<file path="src/rtl/wshb_rr_arbiter.sv">
// rtl/wshb_rr_arbiter.sv - two-master round-robin Wishbone arbiter with hold watchdog
module wshb_rr_arbiter #(
    parameter int AW       = 32,
    parameter int DW       = 32,
    parameter int SW       = DW / 8,
    parameter int MAX_HOLD = 1024,
    parameter int HCW      = $clog2(MAX_HOLD + 1)
) (
    input  logic          clk,
    input  logic          rst_n,
    input  logic          m0_cyc,
    input  logic          m0_stb,
    input  logic          m0_we,
    input  logic [AW-1:0] m0_adr,
    input  logic [SW-1:0] m0_sel,
    input  logic [2:0]    m0_cti,
    input  logic [1:0]    m0_bte,
    input  logic [DW-1:0] m0_dat_ms,
    output logic          m0_ack,
    input  logic          m1_cyc,
    input  logic          m1_stb,
    input  logic          m1_we,
    input  logic [AW-1:0] m1_adr,
    input  logic [SW-1:0] m1_sel,
    input  logic [2:0]    m1_cti,
    input  logic [1:0]    m1_bte,
    input  logic [DW-1:0] m1_dat_ms,
    output logic          m1_ack,
    output logic [DW-1:0] m_dat_sm,
    output logic          s_cyc,
    output logic          s_stb,
    output logic          s_we,
    output logic [AW-1:0] s_adr,
    output logic [SW-1:0] s_sel,
    output logic [2:0]    s_cti,
    output logic [1:0]    s_bte,
    output logic [DW-1:0] s_dat_ms,
    input  logic [DW-1:0] s_dat_sm,
    input  logic          s_ack,
    output logic [1:0]    gnt,
    output logic          hold_ovf
);

    localparam logic [1:0] IDLE = 2'b00;
    localparam logic [1:0] G0   = 2'b01;
    localparam logic [1:0] G1   = 2'b10;

    logic [1:0]     state;
    logic [1:0]     nextState;
    logic           last;
    logic [HCW-1:0] holdCnt;
    logic           contended;

    // A grant only ends when its owner drops cyc; ties go to the master not served last.
    always_comb begin
        nextState = state;
        case (state)
            IDLE: begin
                if (m0_cyc && m1_cyc) nextState = last ? G0 : G1;
                else if (m0_cyc)      nextState = G0;
                else if (m1_cyc)      nextState = G1;
            end
            G0:      if (!m0_cyc) nextState = m1_cyc ? G1 : IDLE;
            G1:      if (!m1_cyc) nextState = m0_cyc ? G0 : IDLE;
            default: nextState = IDLE;
        endcase
    end

    assign contended = m0_cyc && m1_cyc && (state == G0 || state == G1);

    always_ff @(posedge clk or negedge rst_n) begin
        if (!rst_n) begin
            state    <= IDLE;
            last     <= 1'b1;
            holdCnt  <= '0;
            hold_ovf <= 1'b0;
        end else begin
            state <= nextState;
            if (state == G0 && !m0_cyc) last <= 1'b0;
            if (state == G1 && !m1_cyc) last <= 1'b1;
            // Watchdog only observes; the owner keeps the bus regardless.
            if (contended) begin
                if (holdCnt != HCW'(MAX_HOLD)) holdCnt <= holdCnt + 1'b1;
                if (holdCnt >= HCW'(MAX_HOLD - 1)) hold_ovf <= 1'b1;
            end else begin
                holdCnt <= '0;
            end
        end
    end

    assign gnt = state;

    always_comb begin
        s_cyc    = 1'b0;
        s_stb    = 1'b0;
        s_we     = 1'b0;
        s_adr    = '0;
        s_sel    = '0;
        s_cti    = '0;
        s_bte    = '0;
        s_dat_ms = '0;
        case (gnt)
            G0: begin
                s_cyc    = m0_cyc;
                s_stb    = m0_stb;
                s_we     = m0_we;
                s_adr    = m0_adr;
                s_sel    = m0_sel;
                s_cti    = m0_cti;
                s_bte    = m0_bte;
                s_dat_ms = m0_dat_ms;
            end
            G1: begin
                s_cyc    = m1_cyc;
                s_stb    = m1_stb;
                s_we     = m1_we;
                s_adr    = m1_adr;
                s_sel    = m1_sel;
                s_cti    = m1_cti;
                s_bte    = m1_bte;
                s_dat_ms = m1_dat_ms;
            end
            default: ;
        endcase
    end

    assign m0_ack   = s_ack & gnt[0];
    assign m1_ack   = s_ack & gnt[1];
    assign m_dat_sm = s_dat_sm;

endmodule

</file>
<file path="config.mk">
export PLATFORM = sky130hd
export DESIGN_NAME = wshb_rr_arbiter
export DESIGN_NICKNAME = d
export VERILOG_FILES = /design/src/rtl/wshb_rr_arbiter.sv
export SDC_FILE = /design/constraint.sdc
export NUM_CORES = 1
export LEC_CHECK = 0
export BUFFER_PORTS_ARGS = -buffer_cell sky130_fd_sc_hd__buf_2
export CORE_AREA = 2 2 117 119
export DETAILED_ROUTE_END_ITERATION = 8
export DIE_AREA = 0 0 119 121
export PLACE_DENSITY = 0.52
export SYNTH_ARGS = -nofsm -noshare
export SYNTH_HDL_FRONTEND = slang
export SYNTH_SLANG_ARGS = --single-unit
</file>
<file path="constraint.sdc">
create_clock -name clk -period 2.6 [get_ports clk]
set_clock_uncertainty 0.2 [all_clocks]
set_input_delay 0.52 -clock clk [delete_from_list [all_inputs] [get_ports clk]]
set_output_delay 0.52 -clock clk [all_outputs]
set_load 0.02 [all_outputs]
</file>
==> reports/metrics.csv, run 1 <==
stage,metric,value,unit
sta,hold_violations,0,
worst_setup_path,reg2reg_from,gnt[0],
clocking,htreeDepth,1,
worst_setup_path,rrSetupSlack,0.65,ns
worst_setup_path,worstPathMaxFanout,37,
placed_design,detailed_place_hpwl,7020,um
pwr,p_sw_share,51.3,%
worst_setup_path,setup.worst_path.start,gnt[1],
global_routing,grt_first_pass_wirelength,13300,um
detailed_routing,drcViolationCount,0,
sta,post-route-period-util,94.8,%
logic_synthesis,synth_seq_cells,15,
logic_synthesis,synth_area_leader_cell,a22oi_1,
clocking,cts.clk_slew.worst_paths,0.05,ns
logic_synthesis,seq_area_frac_synth,16.5,%
pwr,intPower,1.69,mW
sta,relSlewSlack,52.4,%
detailed_routing,first_iter_violations,160,
worst_setup_path,max_stage_delay,0.43,ns
detailed_routing,vias_per_cell,4.46,
detailed_routing,finalWirelength,8740,um
logic_synthesis,ys_warn_count,0,
clocking,cts_buffers,3,
sta,fin_hold_ws,0.280,ns
worst_setup_path,cp_cell_sequence,inv_1 > ha_2 > buf_12 > a22oi_1 > nor2b_1 > buf_2,
global_routing,grt.busiest_layer,met2,
logic_synthesis,async_flop_share,100,%
detailed_routing,ant_nets,0,
worst_setup_path,critical_path_required,1.88,ns
logic_synthesis,yosys.cell_types.count,38,
die,io-pin-count,300,
logic_synthesis,synth_top_area_share,25.0,%
worst_setup_path,cp.depth,6,
pwr,pwr-share-comb,82.5,%
layout,syn2layout_area_growth,55.6,%
pwr,powerDensity,977,nW/um^2
worst_setup_path,rr_worst_depth,5,
hold_path,hold_class,reg -> reg,
logic_synthesis,yosys-top-cells-area,"a22oi_1, nor2b_1, dfrtp_1, buf_4, ha_1",
placed_design,gp_congestion,0.779,
detailed_routing,first_pass_iters,4,
pwr,clkPwrFrac,8.9,%
layout,final_cell_mix,"buf_2, nor2b_1, a22oi_1",
logic_synthesis,synth_edf_count,0,
sta,worst_slew_pin_slew,0.707,ns
die,die_w,119,um
sta,rsz0062_at_grt,true,
job,drv_cap,0,
outcome,status,completed,
die,die_area,14400,sq um
logic_synthesis,syn_nets,498,
sta,slew_viol_final,0,
clocking,root_buffer,clkbuf_16,
detailed_routing,vias,2981,
sta,fmax,406,MHz
detailed_routing,routedWlPerCell,13.1,um
worst_setup_path,critPathSlowestCell,dfrtp_1,
sta,fin_crit,2.47,ns
global_routing,grt_overflow,0,
die,core_area,13100,sq um
worst_setup_path,worst-path-buf-inv,3,
worst_setup_path,crit_family,buffers and inverters,
global_routing,grt_max_degree,42,
layout,num_antenna_cells,0,
layout,drive_gt1_share,52.6,%
global_routing,grtUsageMet1,13.1,%
clocking,clk_path_buf_depth,2,
worst_setup_path,worstSetupEndpoint,s_adr[15],
pwr,cellLeakagePower,1.74,nW
pwr,p_switching,1.78,mW
global_routing,antenna_found_initial,0,
worst_setup_path,worst_setup_path_end_kind,output pin,
die,fp.dieH,121,um
clocking,cts_num_sinks,15,
layout,mostFrequentLayoutCell,buf_2,
pwr,p_seq_share,8.6,%
global_routing,grtUsageMet3,2.07,%
pwr,vdd_drop_max,0.000280,V
logic_synthesis,synth_ff_type,dfrtp_1,
placed_design,port_buffers,235,
worst_setup_path,crit_type,reg -> out,
layout,fin_nets,686,
global_routing,grt_pass1_vias,2810,
layout,final_core_util,27.2,%
worst_setup_path,worst_r2r_endpoint,gnt[1],
sta,setup_viol,0,
global_routing,globalRouteMet2Util,20.5,%
clocking,clock_latency,0.25,ns
global_routing,grt_usage,11.0,%
die,num_rows,42,
worst_setup_path,arrival,1.75,ns
die,initial_core_util,17.5,%
clocking,cts_tree,built,
logic_synthesis,syn_area,2290,sq um
logic_synthesis,syn_area_per_cell,7.49,sq um
worst_setup_path,cp-start-kind,flip-flop,
logic_synthesis,synthCells,305,
-- through the flow --
stage / cells / total power, mW / worst slack [ns] / TNS [ns] / cell area, sq um
after floorplan: 305 / 2.29 / 0.126 / 0 / 2290
after CTS: 668 / 3.49 / 0.0218 / 0 / 3540
after global routing: 668 / 3.76 / -0.00449 / -0.00449 / 3560
after detailed placement: 663 / 3.17 / 0.315 / 0 / 3450
after global placement: 663 / 3.11 / 0.289 / 0 / 3450
final: 668 / 3.47 / 0.134 / 0 / 3560
-- synth_stat cells, types with 2 or more instances --
cell / instances
buf_2: 5
a22oi_1: 76
nand2_1: 7
dfrtp_1: 14
o21ai_0: 6
o31ai_1: 3
and2_1: 2
buf_4: 32
a21oi_1: 10
buf_1: 4
clkbuf_1: 18
nor2b_1: 76
ha_1: 6
nand4_1: 2
xor2_1: 2
or4_1: 3
or3_1: 2
nand3_1: 5
nor2_1: 3
inv_1: 10
nand2b_1: 2
-- power by group through the flow --
stage / clock network [mW] / logic [mW] / registers [mW]
floorplan: 0 / 1.98 / 0.310
global placement: 0 / 2.81 / 0.300
detailed placement: 0 / 2.86 / 0.303
CTS: 0.316 / 2.88 / 0.300
global route: 0.326 / 3.13 / 0.308
finish: 0.308 / 2.87 / 0.300
-- final cells by class --
cell class | count | area, sq um
fill | 1427 | 9530
multi-input combinational | 221 | 1540
timing repair buffer | 242 | 1300
sequential | 15 | 378
tap | 176 | 220
clock buffer | 3 | 75.1
inverter | 10 | 37.5
clock inverter | 1 | 7.51
-- cell families after synthesis --
family                     count (synthesis)  synth area share, %
and+or+nand+nor                          110                 29.8
AOI/OAI and AO/OA                        101                 31.9
buffers and inverters                     69                 16.9
DFF                                       15                 16.5
adders and majority gates                  6                 3.28
xor gates and xnor gates                   2                0.766
muxes                                      2                0.930
-- worst min-delay path by stage --
stage | start | endpoint | slack, ns | depth (start not counted)
6_report | hold_ovf | hold_ovf | 0.28 | 2
5_1_grt | hold_ovf | hold_ovf | 0.32 | 2
4_1_cts | hold_ovf | hold_ovf | 0.28 | 2
3_5_place_dp | rst_n | holdCnt[7] | 0.26 | 1
3_3_place_gp | rst_n | holdCnt[7] | 0.25 | 1
2_1_floorplan | rst_n | gnt[0] | 0.02 | 0
-- flip-flops by register name, summed over array words and instances, names as in the netlist --
signal	flops
last	1
holdCnt	11
hold_ovf	1
gnt	2
-- worst reg2reg max path, cell delays in order, from the launching register on --
cell	delay (ns)
dfrtp_2	0.43
inv_1	0.11
ha_2	0.21
or3b_2	0.46
nand2_1	0.09
mux2_2	0.33
-- metal layers --
metal,wire length (um),up-vias
met4,48,0
met3,553,6
met2,4640,137
met1,3500,1392
li1,-,1446
met5,0,-
-- timing repair --
| action | 4_1_cts | 5_1_grt |
|---|---|---|
| buffers inserted | 0 | 0 |
| gates resized for setup | 0 | 4 |
| hold buffers | 1 | 0 |
| endpoints found under the hold margin | 9 | 0 |
| setup endpoints to repair | 0 | 41 |
Power figures use the tool's default switching activity.
==> inputs of run 2 (changes only) <==
- CORE_AREA: 2 2 117 119 -> 2 2 115 117
- DIE_AREA: 0 0 119 121 -> 0 0 117 119
- PLACE_DENSITY: 0.52 -> 0.53
- clock period: 2.6 -> 3.1 ns (I/O delays scaled with it)
==> reports/metrics.csv, run 2 (synthesis gave the netlist of run 1 again) <==
stage,metric,value,unit
outcome,status,completed,
sta,fmax,360,MHz
layout,final-seq-area,377,sq um
die,die_w,117,um
sta,setup_viol,0,
worst_setup_path,arrival,1.96,ns
clocking,clk_path_buf_depth,2,
worst_setup_path,crit_type,reg -> out,
clocking,root_buffer,clkbuf_16,
pwr,powerDensity,806,nW/um^2
worst_setup_path,worstPathMaxFanout,69,
global_routing,grt_max_degree,70,
die,core_area,12900,sq um
clocking,cts_tree,built,
worst_setup_path,critPathSlowestCell,dfrtp_1,
layout,drive_gt1_share,52.0,%
clocking,cts_buffers,3,
clocking,cts.clk_slew.worst_paths,0.05,ns
sta,fin_crit,2.78,ns
placed_design,port_buffers,235,
job,drv_cap,0,
die,die_area,13900,sq um
detailed_routing,finalWirelength,8250,um
layout,fin_nets,682,
global_routing,grt_first_pass_wirelength,12900,um
die,fp.dieH,119,um
clocking,postCtsSetupRepairBufs,0,
clocking,cts_num_sinks,15,
placed_design,placed_cell_area,3400,sq um
pwr,power,2.81,mW
sta,worst_slew_pin_slew,0.610,ns
sta,hold_violations,0,
layout,final_cell_mix,"buf_2, a22oi_1, nor2b_1",
global_routing,antenna_found_initial,0,
detailed_routing,first_iter_violations,149,
layout,regMostFlops,holdCnt,
layout,finalInstanceArea,3480,sq um
worst_setup_path,critical_path_required,2.28,ns
sta,rsz0062_at_grt,false,
clocking,holdBufCountCts,0,
global_routing,grt_overflow,0,
placed_design,detailed_place_hpwl,6520,um
detailed_routing,vias,2956,
die,io-pin-count,300,
layout,num_antenna_cells,0,
worst_setup_path,crit_family,buffers and inverters,
layout,fillers,1410,
die,num_rows,42,
detailed_routing,drcViolationCount,0,
layout,largest_register_ffs,11,
worst_setup_path,cp_cell_sequence,inv_1 > ha_2 > buf_12 > a22oi_1 > nor2b_1 > buf_2,
global_routing,grt_usage,11.3,%
layout,syn2layout_area_growth,52.3,%
sta,post-route-period-util,89.7,%
worst_setup_path,max_stage_delay,0.44,ns
layout,multi_input_area,1530,sq um
hold_path,hold_class,in -> async,
detailed_routing,routedWlPerCell,12.4,um
worst_setup_path,cp-start-kind,flip-flop,
detailed_routing,vias_per_cell,4.45,
global_routing,grt_pass1_vias,2817,
pwr,vdd_drop_max,0.000327,V
detailed_routing,first_pass_iters,4,
worst_setup_path,worst-path-buf-inv,3,
detailed_routing,ant_nets,0,
pwr,cellLeakagePower,1.72,nW
sta,setup_tns,0,ns
sta,relSlewSlack,59.0,%
clocking,cts_resized,0,
clocking,clock_latency,0.25,ns
die,initial_core_util,17.8,%
layout,final_core_util,27.0,%
sta,slew_viol_final,0,
placed_design,gp_congestion,0.699,
layout,mostFrequentLayoutCell,buf_2,
worst_setup_path,worst_setup_path_end_kind,output pin,
clocking,htreeDepth,1,
## run 2: cell count changes in the layout (fill, tap and decap cells not counted)
cell           change
a22oi_2            -1
buf_8              -1
buf_12             -2
clkinvlp_4         -1
dfrtp_2            -1
a22oi_1            +1
dlygate4sd3_1      -1
dfrtp_1            +1
clkinv_2           +1
## run 2: worst paths after layout
check,startpoint,endpoint,slack [ns],cells after the start
hold / removal,rst_n,holdCnt[8],0.08,1
min in group clk,hold_ovf,hold_ovf,0.28,2
setup / recovery,gnt[1],s_adr[1],0.32,6
setup reg to reg,gnt[1],gnt[1],1.14,5
hold reg to reg,hold_ovf,hold_ovf,0.28,2
max in group asynchronous,rst_n,last,2.32,1
## run 2: metal layers
layer / part of all wire, % / global-route usage (%) / vias up / routed length (um)
met4: 0.49 / 1.76 / 0 / 40
met3: 8.8 / 3.36 / 4 / 728
met1: 41 / 13.3 / 1376 / 3400
met2: 49 / 20.3 / 139 / 4080
li1: - / - / 1437 / -
met5: 0 / 0 / - / 0
## run 2: metrics by stage
step	instances	hold WS, ns	worst slack, ns
floorplan	305	0.124	0.526
global placement	660	0.264	0.670
detailed placement	660	0.276	0.590
CTS	664	0.0905	0.313
global route	664	0.101	0.148
finish	664	0.0792	0.319
## run 2: worst register-to-register path: stages, from the launching register on
cell     delay, ns
dfrtp_1       0.44
inv_1         0.11
ha_2          0.20
or3b_2        0.47
nand2_1       0.09
mux2_2        0.33
## run 2: report_power, final
part / internal [mW] / total, mW / leakage (nW) / switching, mW
Sequential: 0.223 / 0.251 / 0.203 / 0.0274
Combinational: 0.950 / 2.30 / 1.47 / 1.35
Clock: 0.172 / 0.253 / 0.0409 / 0.0806
Total: 1.35 / 2.81 / 1.72 / 1.46
## run 2: area by class of cell
| class | instances | share of cell area, % |
|---|---|---|
| timing repair buffer | 238 | 35.5 |
| sequential | 15 | 10.8 |
| clock inverter | 1 | 0.144 |
| multi-input combinational | 221 | 44.0 |
| inverter | 10 | 1.08 |
| tap | 176 | 6.32 |
| clock buffer | 3 | 2.16 |
==> inputs of run 3 (changes only) <==
- REMOVE_ABC_BUFFERS: not set -> 1
==> reports/metrics.csv, run 3 (synthesis gave the netlist of run 1 again) <==
stage,metric,value,unit
outcome,status,completed,
layout,final_cell_mix,"buf_2, a22oi_1, nor2b_1",
sta,fmax,342,MHz
clocking,cts_resized,0,
pwr,p_switching,1.50,mW
global_routing,globalRouteMet2Util,22.5,%
clocking,holdBufCountCts,0,
pwr,power,2.82,mW
pwr,intPower,1.32,mW
sta,setup_viol,0,
worst_setup_path,reg2reg_from,gnt[1],
die,num_rows,42,
pwr,clkPwrFrac,8.9,%
global_routing,grtUsageMet1,18.0,%
die,io-pin-count,300,
sta,rsz0062_at_grt,false,
die,core_area,12900,sq um
layout,regMostFlops,holdCnt,
layout,largest_register_ffs,11,
placed_design,port_buffers,235,
layout,fillers,1422,
sta,fin_ws,0.180,ns
placed_design,dpl_worst_slack,0.384,ns
detailed_routing,first_pass_iters,7,
placed_design,detailed_place_hpwl,8750,um
layout,final_core_util,27.0,%
sta,relSlewSlack,54.4,%
sta,slew_viol_final,0,
clocking,cts.clk_slew.worst_paths,0.05,ns
layout,final-seq-area,377,sq um
pwr,cellLeakagePower,1.72,nW
pwr,vdd_drop_max,0.000349,V
detailed_routing,drcViolationCount,0,
layout,num_antenna_cells,0,
layout,syn2layout_area_growth,52.1,%
detailed_routing,first_iter_violations,157,
worst_setup_path,arrival,2.10,ns
worst_setup_path,setup.worst_path.start,gnt[1],
global_routing,grt_max_degree,77,
clocking,clk_path_buf_depth,2,
global_routing,grt_overflow,0,
worst_setup_path,critical_path_required,2.28,ns
job,drv_cap,0,
worst_setup_path,cp-start-kind,flip-flop,
pwr,p_sw_share,53.2,%
die,fp.dieH,119,um
sta,worst_slew_pin_slew,0.678,ns
layout,multi_input_area,1530,sq um
detailed_routing,finalWirelength,10900,um
sta,hold_violations,0,
layout,fin_nets,684,
hold_path,hold_class,in -> async,
worst_setup_path,crit_type,reg -> out,
global_routing,grt_first_pass_wirelength,15200,um
pwr,p_seq_share,8.9,%
placed_design,gp_congestion,0.739,
die,die_w,117,um
clocking,cts_buffers,3,
die,initial_core_util,17.8,%
pwr,pwr-share-comb,82.2,%
global_routing,antenna_found_initial,0,
global_routing,grt_pass1_vias,2740,
clocking,cts_tree,built,
global_routing,grtUsageMet3,4.94,%
worst_setup_path,worstPathMaxFanout,59,
clocking,cts_num_sinks,15,
clocking,clock_latency,0.24,ns
detailed_routing,vias_per_cell,4.60,
clocking,root_buffer,clkbuf_16,
global_routing,grt.busiest_layer,met2,
sta,fin_crit,2.92,ns
die,die_area,13900,sq um
detailed_routing,vias,3062,
layout,drive_gt1_share,52.2,%
detailed_routing,ant_nets,0,
worst_setup_path,worst_setup_path_end_kind,output pin,
layout,mostFrequentLayoutCell,buf_2,
detailed_routing,routedWlPerCell,16.4,um
pwr,powerDensity,810,nW/um^2
worst_setup_path,cp_cell_sequence,inv_1 > ha_2 > buf_4 > nor2b_1 > buf_2,
worst_setup_path,max_stage_delay,0.46,ns
clocking,htreeDepth,1,
global_routing,grt_usage,13.9,%
clocking,postCtsSetupRepairBufs,0,
sta,post-route-period-util,94.2,%
worst_setup_path,critPathSlowestCell,dfrtp_1,
run 3: power groups by stage:
| stage | clock [mW] | sequential (mW) | combinational [mW] |
|---|---|---|---|
| after global placement | 0 | 0.254 | 2.30 |
| after CTS | 0.252 | 0.254 | 2.34 |
| after floorplan | 0 | 0.260 | 1.53 |
| after detailed placement | 0 | 0.257 | 2.33 |
| final | 0.250 | 0.252 | 2.32 |
| after global routing | 0.265 | 0.257 | 2.54 |
run 3: per-stage QoR:
step	instance area [sq um]	setup TNS, ns	hold slack, ns	instances
2_1_floorplan	1940	-27.70	0.124	246
3_3_place_gp	3390	0	0.260	662
3_5_place_dp	3390	0	0.269	662
4_1_cts	3470	0	0.0883	666
5_1_grt	3480	0	0.0975	666
6_report	3480	0	0.0706	666
run 3: cell type report:
| cell class | count | share of cell area, % |
|---|---|---|
| well taps | 176 | 6.34 |
| clock buffers | 3 | 2.16 |
| flip-flops and latches | 15 | 10.8 |
| inverters | 10 | 1.08 |
| repair buffers | 240 | 35.4 |
| clock inverters | 1 | 0.144 |
| multi-input cells | 221 | 44.1 |
run 3: worst paths after layout:
| check | slack, ns | endpoint | cells after the start |
|---|---|---|---|
| max | 0.18 | s_adr[6] | 5 |
| min | 0.07 | holdCnt[2] | 1 |
| max reg2reg | 1.11 | hold_ovf | 5 |
| min reg2reg | 0.28 | hold_ovf | 2 |
| max in group asynchronous | 2.34 | last | 1 |
| min in group clk | 0.28 | hold_ovf | 2 |
run 3: metal layers:
layer / vias to the layer above / wire length [um] / share of wire (%)
li1: 1443 / - / -
met1: 1409 / 4680 / 43
met2: 201 / 4920 / 45
met3: 9 / 1280 / 12
met4: 0 / 65 / 0.59
met5: - / 0 / 0
run 3: worst max-delay path, delay by kind of cell (launching register included):
kind | cells | cell delay [ns]
flip-flops | 1 | 0.46
adder cells (fa/ha/maj) | 1 | 0.35
buffers and inverters | 3 | 0.71
AND/OR/NAND/NOR | 1 | 0.30
